File: config.mk
export PLATFORM = sky130hd
export DESIGN_NAME = ex_ctrl_pipe_flat
export DESIGN_NICKNAME = d
export VERILOG_FILES = /design/src/rtl/ex_ctrl_pipe_if.sv /design/src/rtl/ex_ctrl_pipe.sv /design/src/flat_wrapper.sv
export SDC_FILE = /design/constraint.sdc
export NUM_CORES = 1
export LEC_CHECK = 0
export BUFFER_PORTS_ARGS = -buffer_cell sky130_fd_sc_hd__buf_2
export CORE_ASPECT_RATIO = 1.75
export CORE_UTILIZATION = 52
export CTS_CLUSTER_DIAMETER = 150
export DETAILED_ROUTE_END_ITERATION = 8
export PLACE_DENSITY = 0.76
export SYNTH_ARGS = -nofsm -noshare
export SYNTH_HDL_FRONTEND = slang
export SYNTH_SLANG_ARGS = --single-unit
File: constraint.sdc
create_clock -name clk -period 2.74 [get_ports clk]
set_clock_uncertainty 0.15 [all_clocks]
set_input_delay 0.274 -clock clk [delete_from_list [all_inputs] [get_ports clk]]
set_output_delay 0.274 -clock clk [all_outputs]
set_load 0.01 [all_outputs]
File: src/rtl/ex_ctrl_pipe_if.sv
// Control bundle between the execute stage and ex_ctrl_pipe.
// occ_o exists only when EX_PIPE_OCC_EN is defined.
`ifndef REG_ADDR_WIDTH
`define REG_ADDR_WIDTH 5
`endif
`ifndef COND_CODE_WIDTH
`define COND_CODE_WIDTH 4
`endif
`ifndef IM_ADDR_WIDTH
`define IM_ADDR_WIDTH 16
`endif

interface ex_ctrl_pipe_if #(parameter int DEPTH = 2);
    localparam int OCC_W = $clog2(DEPTH + 1);

    logic                        valid_i;
    logic                        stall_i;
    logic                        flush_i;
    logic                        dm_re_i;
    logic                        regfile_we_w_i;
    logic                        regfile_we_uhw_i;
    logic                        branchen_i;
    logic                        sr_we_i;
    logic [`REG_ADDR_WIDTH-1:0]  addr_rd_i;
    logic [`COND_CODE_WIDTH-1:0] condcode_i;
    logic [`IM_ADDR_WIDTH-1:0]   branchtrgt_i;

    logic                        valid_o;
    logic                        dm_re_o;
    logic                        regfile_we_w_o;
    logic                        regfile_we_uhw_o;
    logic                        branchen_o;
    logic                        sr_we_o;
    logic [`REG_ADDR_WIDTH-1:0]  addr_rd_o;
    logic [`COND_CODE_WIDTH-1:0] condcode_o;
    logic [`IM_ADDR_WIDTH-1:0]   branchtrgt_o;
`ifdef EX_PIPE_OCC_EN
    logic [OCC_W-1:0]            occ_o;
`endif

    modport master (
`ifdef EX_PIPE_OCC_EN
        input  occ_o,
`endif
        output valid_i, stall_i, flush_i, dm_re_i, regfile_we_w_i, regfile_we_uhw_i,
               branchen_i, sr_we_i, addr_rd_i, condcode_i, branchtrgt_i,
        input  valid_o, dm_re_o, regfile_we_w_o, regfile_we_uhw_o, branchen_o,
               sr_we_o, addr_rd_o, condcode_o, branchtrgt_o
    );

    modport slave (
`ifdef EX_PIPE_OCC_EN
        output occ_o,
`endif
        input  valid_i, stall_i, flush_i, dm_re_i, regfile_we_w_i, regfile_we_uhw_i,
               branchen_i, sr_we_i, addr_rd_i, condcode_i, branchtrgt_i,
        output valid_o, dm_re_o, regfile_we_w_o, regfile_we_uhw_o, branchen_o,
               sr_we_o, addr_rd_o, condcode_o, branchtrgt_o
    );
endinterface

File: src/rtl/ex_ctrl_pipe.sv
// DEPTH-stage control delay line with stall/flush; EX_PIPE_OCC_EN adds a
// registered occupancy counter on occ_o.
`ifndef REG_ADDR_WIDTH
`define REG_ADDR_WIDTH 5
`endif
`ifndef COND_CODE_WIDTH
`define COND_CODE_WIDTH 4
`endif
`ifndef IM_ADDR_WIDTH
`define IM_ADDR_WIDTH 16
`endif

module ex_ctrl_pipe #(
    parameter int DEPTH = 2
) (
    input logic           clk,
    input logic           rst,
    ex_ctrl_pipe_if.slave bus
);
    typedef struct packed {
        logic                        valid;
        logic                        dm_re;
        logic                        we_w;
        logic                        we_uhw;
        logic                        branchen;
        logic                        sr_we;
        logic [`REG_ADDR_WIDTH-1:0]  addr_rd;
        logic [`COND_CODE_WIDTH-1:0] condcode;
        logic [`IM_ADDR_WIDTH-1:0]   branchtrgt;
    } entry_t;

    entry_t entry_in;
    entry_t stage_q [DEPTH];

    // A bubble enters as an all-zero entry, so no enable can leak through it.
    always_comb begin
        entry_in = '0;
        if (bus.valid_i) begin
            entry_in.valid      = 1'b1;
            entry_in.dm_re      = bus.dm_re_i;
            entry_in.we_w       = bus.regfile_we_w_i;
            entry_in.we_uhw     = bus.regfile_we_uhw_i;
            entry_in.branchen   = bus.branchen_i;
            entry_in.sr_we      = bus.sr_we_i;
            entry_in.addr_rd    = bus.addr_rd_i;
            entry_in.condcode   = bus.condcode_i;
            entry_in.branchtrgt = bus.branchtrgt_i;
        end
    end

    always_ff @(posedge clk) begin
        if (rst || bus.flush_i) begin
            for (int k = 0; k < DEPTH; k++) stage_q[k] <= '0;
        end else if (!bus.stall_i) begin
            stage_q[0] <= entry_in;
            for (int k = 1; k < DEPTH; k++) stage_q[k] <= stage_q[k-1];
        end
    end

    // Outputs come straight from the last stage register.
    assign bus.valid_o          = stage_q[DEPTH-1].valid;
    assign bus.dm_re_o          = stage_q[DEPTH-1].dm_re;
    assign bus.regfile_we_w_o   = stage_q[DEPTH-1].we_w;
    assign bus.regfile_we_uhw_o = stage_q[DEPTH-1].we_uhw;
    assign bus.branchen_o       = stage_q[DEPTH-1].branchen;
    assign bus.sr_we_o          = stage_q[DEPTH-1].sr_we;
    assign bus.addr_rd_o        = stage_q[DEPTH-1].addr_rd;
    assign bus.condcode_o       = stage_q[DEPTH-1].condcode;
    assign bus.branchtrgt_o     = stage_q[DEPTH-1].branchtrgt;

`ifdef EX_PIPE_OCC_EN
    localparam int OCC_W = $clog2(DEPTH + 1);
    logic [OCC_W-1:0] occ_q;

    // Entering and leaving valid entries on the same advance cancel out.
    always_ff @(posedge clk) begin
        if (rst || bus.flush_i) begin
            occ_q <= '0;
        end else if (!bus.stall_i) begin
            occ_q <= occ_q + OCC_W'(entry_in.valid) - OCC_W'(stage_q[DEPTH-1].valid);
        end
    end

    assign bus.occ_o = occ_q;
`endif
endmodule

File: src/flat_wrapper.sv
// flat-port wrapper written by rule: the top's interface ports become plain ports
module ex_ctrl_pipe_flat 
#(
    parameter int DEPTH = 2
)
  (clk, rst, bus_valid_i, bus_stall_i, bus_flush_i, bus_dm_re_i, bus_regfile_we_w_i, bus_regfile_we_uhw_i, bus_branchen_i, bus_sr_we_i, bus_addr_rd_i, bus_condcode_i, bus_branchtrgt_i, bus_valid_o, bus_dm_re_o, bus_regfile_we_w_o, bus_regfile_we_uhw_o, bus_branchen_o, bus_sr_we_o, bus_addr_rd_o, bus_condcode_o, bus_branchtrgt_o);
  ex_ctrl_pipe_if #(.DEPTH(DEPTH)) bus_i ();
  input logic clk;
  input logic rst;
  input wire logic [$bits(bus_i.valid_i)-1:0] bus_valid_i;
  input wire logic [$bits(bus_i.stall_i)-1:0] bus_stall_i;
  input wire logic [$bits(bus_i.flush_i)-1:0] bus_flush_i;
  input wire logic [$bits(bus_i.dm_re_i)-1:0] bus_dm_re_i;
  input wire logic [$bits(bus_i.regfile_we_w_i)-1:0] bus_regfile_we_w_i;
  input wire logic [$bits(bus_i.regfile_we_uhw_i)-1:0] bus_regfile_we_uhw_i;
  input wire logic [$bits(bus_i.branchen_i)-1:0] bus_branchen_i;
  input wire logic [$bits(bus_i.sr_we_i)-1:0] bus_sr_we_i;
  input wire logic [$bits(bus_i.addr_rd_i)-1:0] bus_addr_rd_i;
  input wire logic [$bits(bus_i.condcode_i)-1:0] bus_condcode_i;
  input wire logic [$bits(bus_i.branchtrgt_i)-1:0] bus_branchtrgt_i;
  output wire logic [$bits(bus_i.valid_o)-1:0] bus_valid_o;
  output wire logic [$bits(bus_i.dm_re_o)-1:0] bus_dm_re_o;
  output wire logic [$bits(bus_i.regfile_we_w_o)-1:0] bus_regfile_we_w_o;
  output wire logic [$bits(bus_i.regfile_we_uhw_o)-1:0] bus_regfile_we_uhw_o;
  output wire logic [$bits(bus_i.branchen_o)-1:0] bus_branchen_o;
  output wire logic [$bits(bus_i.sr_we_o)-1:0] bus_sr_we_o;
  output wire logic [$bits(bus_i.addr_rd_o)-1:0] bus_addr_rd_o;
  output wire logic [$bits(bus_i.condcode_o)-1:0] bus_condcode_o;
  output wire logic [$bits(bus_i.branchtrgt_o)-1:0] bus_branchtrgt_o;
  assign bus_i.valid_i = bus_valid_i;
  assign bus_i.stall_i = bus_stall_i;
  assign bus_i.flush_i = bus_flush_i;
  assign bus_i.dm_re_i = bus_dm_re_i;
  assign bus_i.regfile_we_w_i = bus_regfile_we_w_i;
  assign bus_i.regfile_we_uhw_i = bus_regfile_we_uhw_i;
  assign bus_i.branchen_i = bus_branchen_i;
  assign bus_i.sr_we_i = bus_sr_we_i;
  assign bus_i.addr_rd_i = bus_addr_rd_i;
  assign bus_i.condcode_i = bus_condcode_i;
  assign bus_i.branchtrgt_i = bus_branchtrgt_i;
  assign bus_valid_o = bus_i.valid_o;
  assign bus_dm_re_o = bus_i.dm_re_o;
  assign bus_regfile_we_w_o = bus_i.regfile_we_w_o;
  assign bus_regfile_we_uhw_o = bus_i.regfile_we_uhw_o;
  assign bus_branchen_o = bus_i.branchen_o;
  assign bus_sr_we_o = bus_i.sr_we_o;
  assign bus_addr_rd_o = bus_i.addr_rd_o;
  assign bus_condcode_o = bus_i.condcode_o;
  assign bus_branchtrgt_o = bus_i.branchtrgt_o;
  ex_ctrl_pipe #(.DEPTH(DEPTH)) u_core (.clk(clk), .rst(rst), .bus(bus_i));
endmodule
# Yosys cells after proc, flatten, opt, wreduce, memory -nomap -nowiden
# Memory sizes are Yosys's and may differ from the RTL's.
# Index checks and enable logic that the tools add are counted.
# totals
regBits	0
ramBits	62
n_memories	1
elab_cells	12
out_inout_bits	31
# classes
bitwise_logic	2
reduce_logical	1
muxes	8
# mem_list
name	words	width	rd	rd_ports_with_merged_regs	wr	line	text
u_core.stage_q	2	31	2	0	2	ex_ctrl_pipe.sv:33	entry_t stage_q [DEPTH];
# ops
op	count
2-to-1 mux 31 bit	3
2-to-1 mux 1 bit	5
bitwise OR 1 bit	2
logical OR 1 bit	1

# Depth between registers and ports, before layout
# logic_depth
ltp_word	4
depth_mapped	3
mapped_depth_nobuf	2

# Worst setup path after synthesis
# OpenSTA, ideal clock, no wires.
# synth_path
kind	input port to flip-flop
startpoint	input port bus_flush_i
endpoint	memory u_core.stage_q[0][0] (netlist name) (enable)
t_required_ps	1912
t_arrival_ps	1384
setup_time_ps	678
path_stages	2
path_buffers	0
setup_slack_ps	527
path_cell_list	nor2_1 > nand2_1
# synth_lines
element	line	text
start, declared	flat_wrapper.sv:12	input wire logic [$bits(bus_i.flush_i)-1:0] bus_flush_i;
end, declared	ex_ctrl_pipe.sv:33	

==> results_dict.tcl <==
set metrics [dict create \
    status "complete, no violations" \
    ys_types 10 \
    critPathCaptureType "flip-flop" \
    grt_use_total_pct 16.4 \
    crit_type "in -> reg" \
    start_util_pct 54.3 \
    clockBufferDepth 2 \
    cts.repair.resized 0 \
    synth_compound_area_share_pct 0 \
    firstDrtPassIters 4 \
    power.share.switching_pct 20.1 \
    cp.arrival_ps 1500 \
    fin_nets 240 \
    largest_register_ffs 62 \
    max-cap-violations 0 \
    hold_depth 2 \
    leakage_uw 0.00137 \
    timing.fmax_mhz 690 \
    regMostFlops "u_core.stage_q" \
    max_slew_margin_pct 50.4 \
    diodes 0 \
    reg_top3 "u_core.stage_q (62)" \
    internal_power_uw 1450 \
    period_share_pct 52.9 \
    drive_above_1_share_pct 49.3 \
    hpwl_mm 2.19 \
    crit_required_ps 2790 \
    fp.dieH_um 94.3 \
    synth_top_family_by_area "simple AND/OR/NAND/NOR gates" \
    setup_tns_ps 0 \
    cts_root_buf "clkbuf_8" \
    drv_slew 0 \
    setup_viol 0 \
    synth_area_per_cell_um2 15.7 \
    grt_max_degree 37 \
    start_kind "input pin" \
    wl_mm 3.46 \
    syn-num-nets 196 \
    regToRegSetupSlack_ps 1830 \
    power_density_mw_per_mm2 628 \
    synth-simple-area-share_pct 17.4 \
    core-area_mm2 0.00467 \
    antenna_left 0 \
    cts_buffers 9 \
    crit_cells 4 \
    path_buf_inv 2 \
    wl_per_cell_um 13.3 \
    synthesis.area_mm2 0.00253 \
    post-route-util_pct 61.8 \
    ioPinCount 66 \
    cp_top_family "simple AND/OR/NAND/NOR gates" \
    synthTopCellsByArea "edfxtp_1, and2_1, buf_4" \
    final_cell_mix "buf_2, edfxtp_1, and2_1" \
    htree_levels 3 \
    portBuffers 65 \
    netlist_instances 161 \
    clkLatencyLatePin_ps 320 \
    fin_crit_ps 1450 \
    grt_pass1_wl_mm 5.55 \
    gp_congestion 0.655 \
    synth_mux_area_share_pct 0 \
    cts_hold_buf 0 \
    cp_max_fo 36 \
    dr_total_vias 1276 \
    first_iter_violations 33 \
    antenna_found_initial 0 \
    worst_slew_pin_slew_ps 742 \
    cts.sinks 62 \
    path_cells "buf_2, nor3_4, buf_12, and3_2" \
    rsz0062_at_grt "false" \
    num_rows 33 \
    p_seq_share_pct 60.6 \
    slowest_stage "nor3_4" \
    max_stage_delay_ps 640 \
    synthAdderAreaFrac_pct 0 \
    viasPerCell 4.89 \
    yosysTopAreaCellShare_pct 73.5 \
    drcViolationCount 0 \
    p_sw_uw 364 \
    comb_power_share_pct 5.4 \
    hold_viol 0 \
    first_global_vias 1195 \
    die-area_mm2 0.00516 \
    post_cts_buffers 0 \
    fp.dieW_um 54.8 \
    reg2reg_depth 1 \
    ys_ff_latch 62 \
    yosys.area_share.xor_xnor_pct 0 \
    clk_pin_slew_ps 60 \
    p_clk_share_pct 34.1 \
    ys_warn_count 0 \
    cts_tree "built" \
    layout_commonest_cell "buf_2" \
    irDropWorstVdd_uv 461 \
    grt_remaining_overflow 0 \
    ys_seq_area_share_pct 73.5 \
    yosysTopAreaCell "edfxtp_1" \
    hp-class "in -> reg" \
    syn2layout_area_growth_pct 13.9 \
]
[routing by layer]
| metal | vias to the layer above | share of wire [%] | wire length [um] | track usage (%) |
|---|---|---|---|---|
| met5 | - | 0 | 0 | 0 |
| met4 | 0 | 2.2 | 76 | 8.97 |
| met3 | 7 | 6.4 | 223 | 7.93 |
| met2 | 49 | 51 | 1760 | 22.8 |
| met1 | 586 | 40 | 1400 | 20.5 |
| li1 | 634 | - | - | - |
[Yosys cell counts]
cell,number
and3_2,24
nor2_1,1
and3_1,6
buf_4,25
nor3_4,1
clkbuf_1,3
edfxtp_1,62
clkbuf_2,6
nand2_1,1
and2_1,32
[metrics by stage]
step	std cells	setup WS (ps)	power (uW)	area, um2	hold slack (ps)
floorplan	161	527	1180	2530	347
global placement	246	960	1210	2740	350
detailed placement	246	937	1210	2740	352
CTS	261	1290	1830	2880	87.7
global route	261	1160	1880	2880	98.6
finish	261	1290	1810	2880	105
[power groups by stage]
stage	clock network, uW	registers (uW)	logic, uW
floorplan	0	1120	63.4
global placement	0	1120	97.2
detailed placement	0	1120	98.1
CTS	635	1100	98.4
global route	676	1100	108
finish	617	1100	97.1
[logic make-up after synthesis]
logic type             count (synthesis)
and+or+nand+nor                       65
DFF                                   62
buffers and inverters                 34
[final timing paths]
check | from | endpoint
max reg2reg | u_core.stage_q[0][19] | u_core.stage_q[0][50]
min | bus_regfile_we_uhw_i | u_core.stage_q[0][27]
max | bus_stall_i | u_core.stage_q[0][6]
min reg2reg | u_core.stage_q[0][10] | u_core.stage_q[0][41]
[layout make-up]
cell class              count  area (um2)
clock inverters             3        12.5
flip-flops and latches     62        1860
clock buffers              12         135
multi-input cells          65         444
well taps                  52        65.1
repair buffers             67         365
fillers                   369        1780
Note: power is estimated with default switching activity, not from simulation.
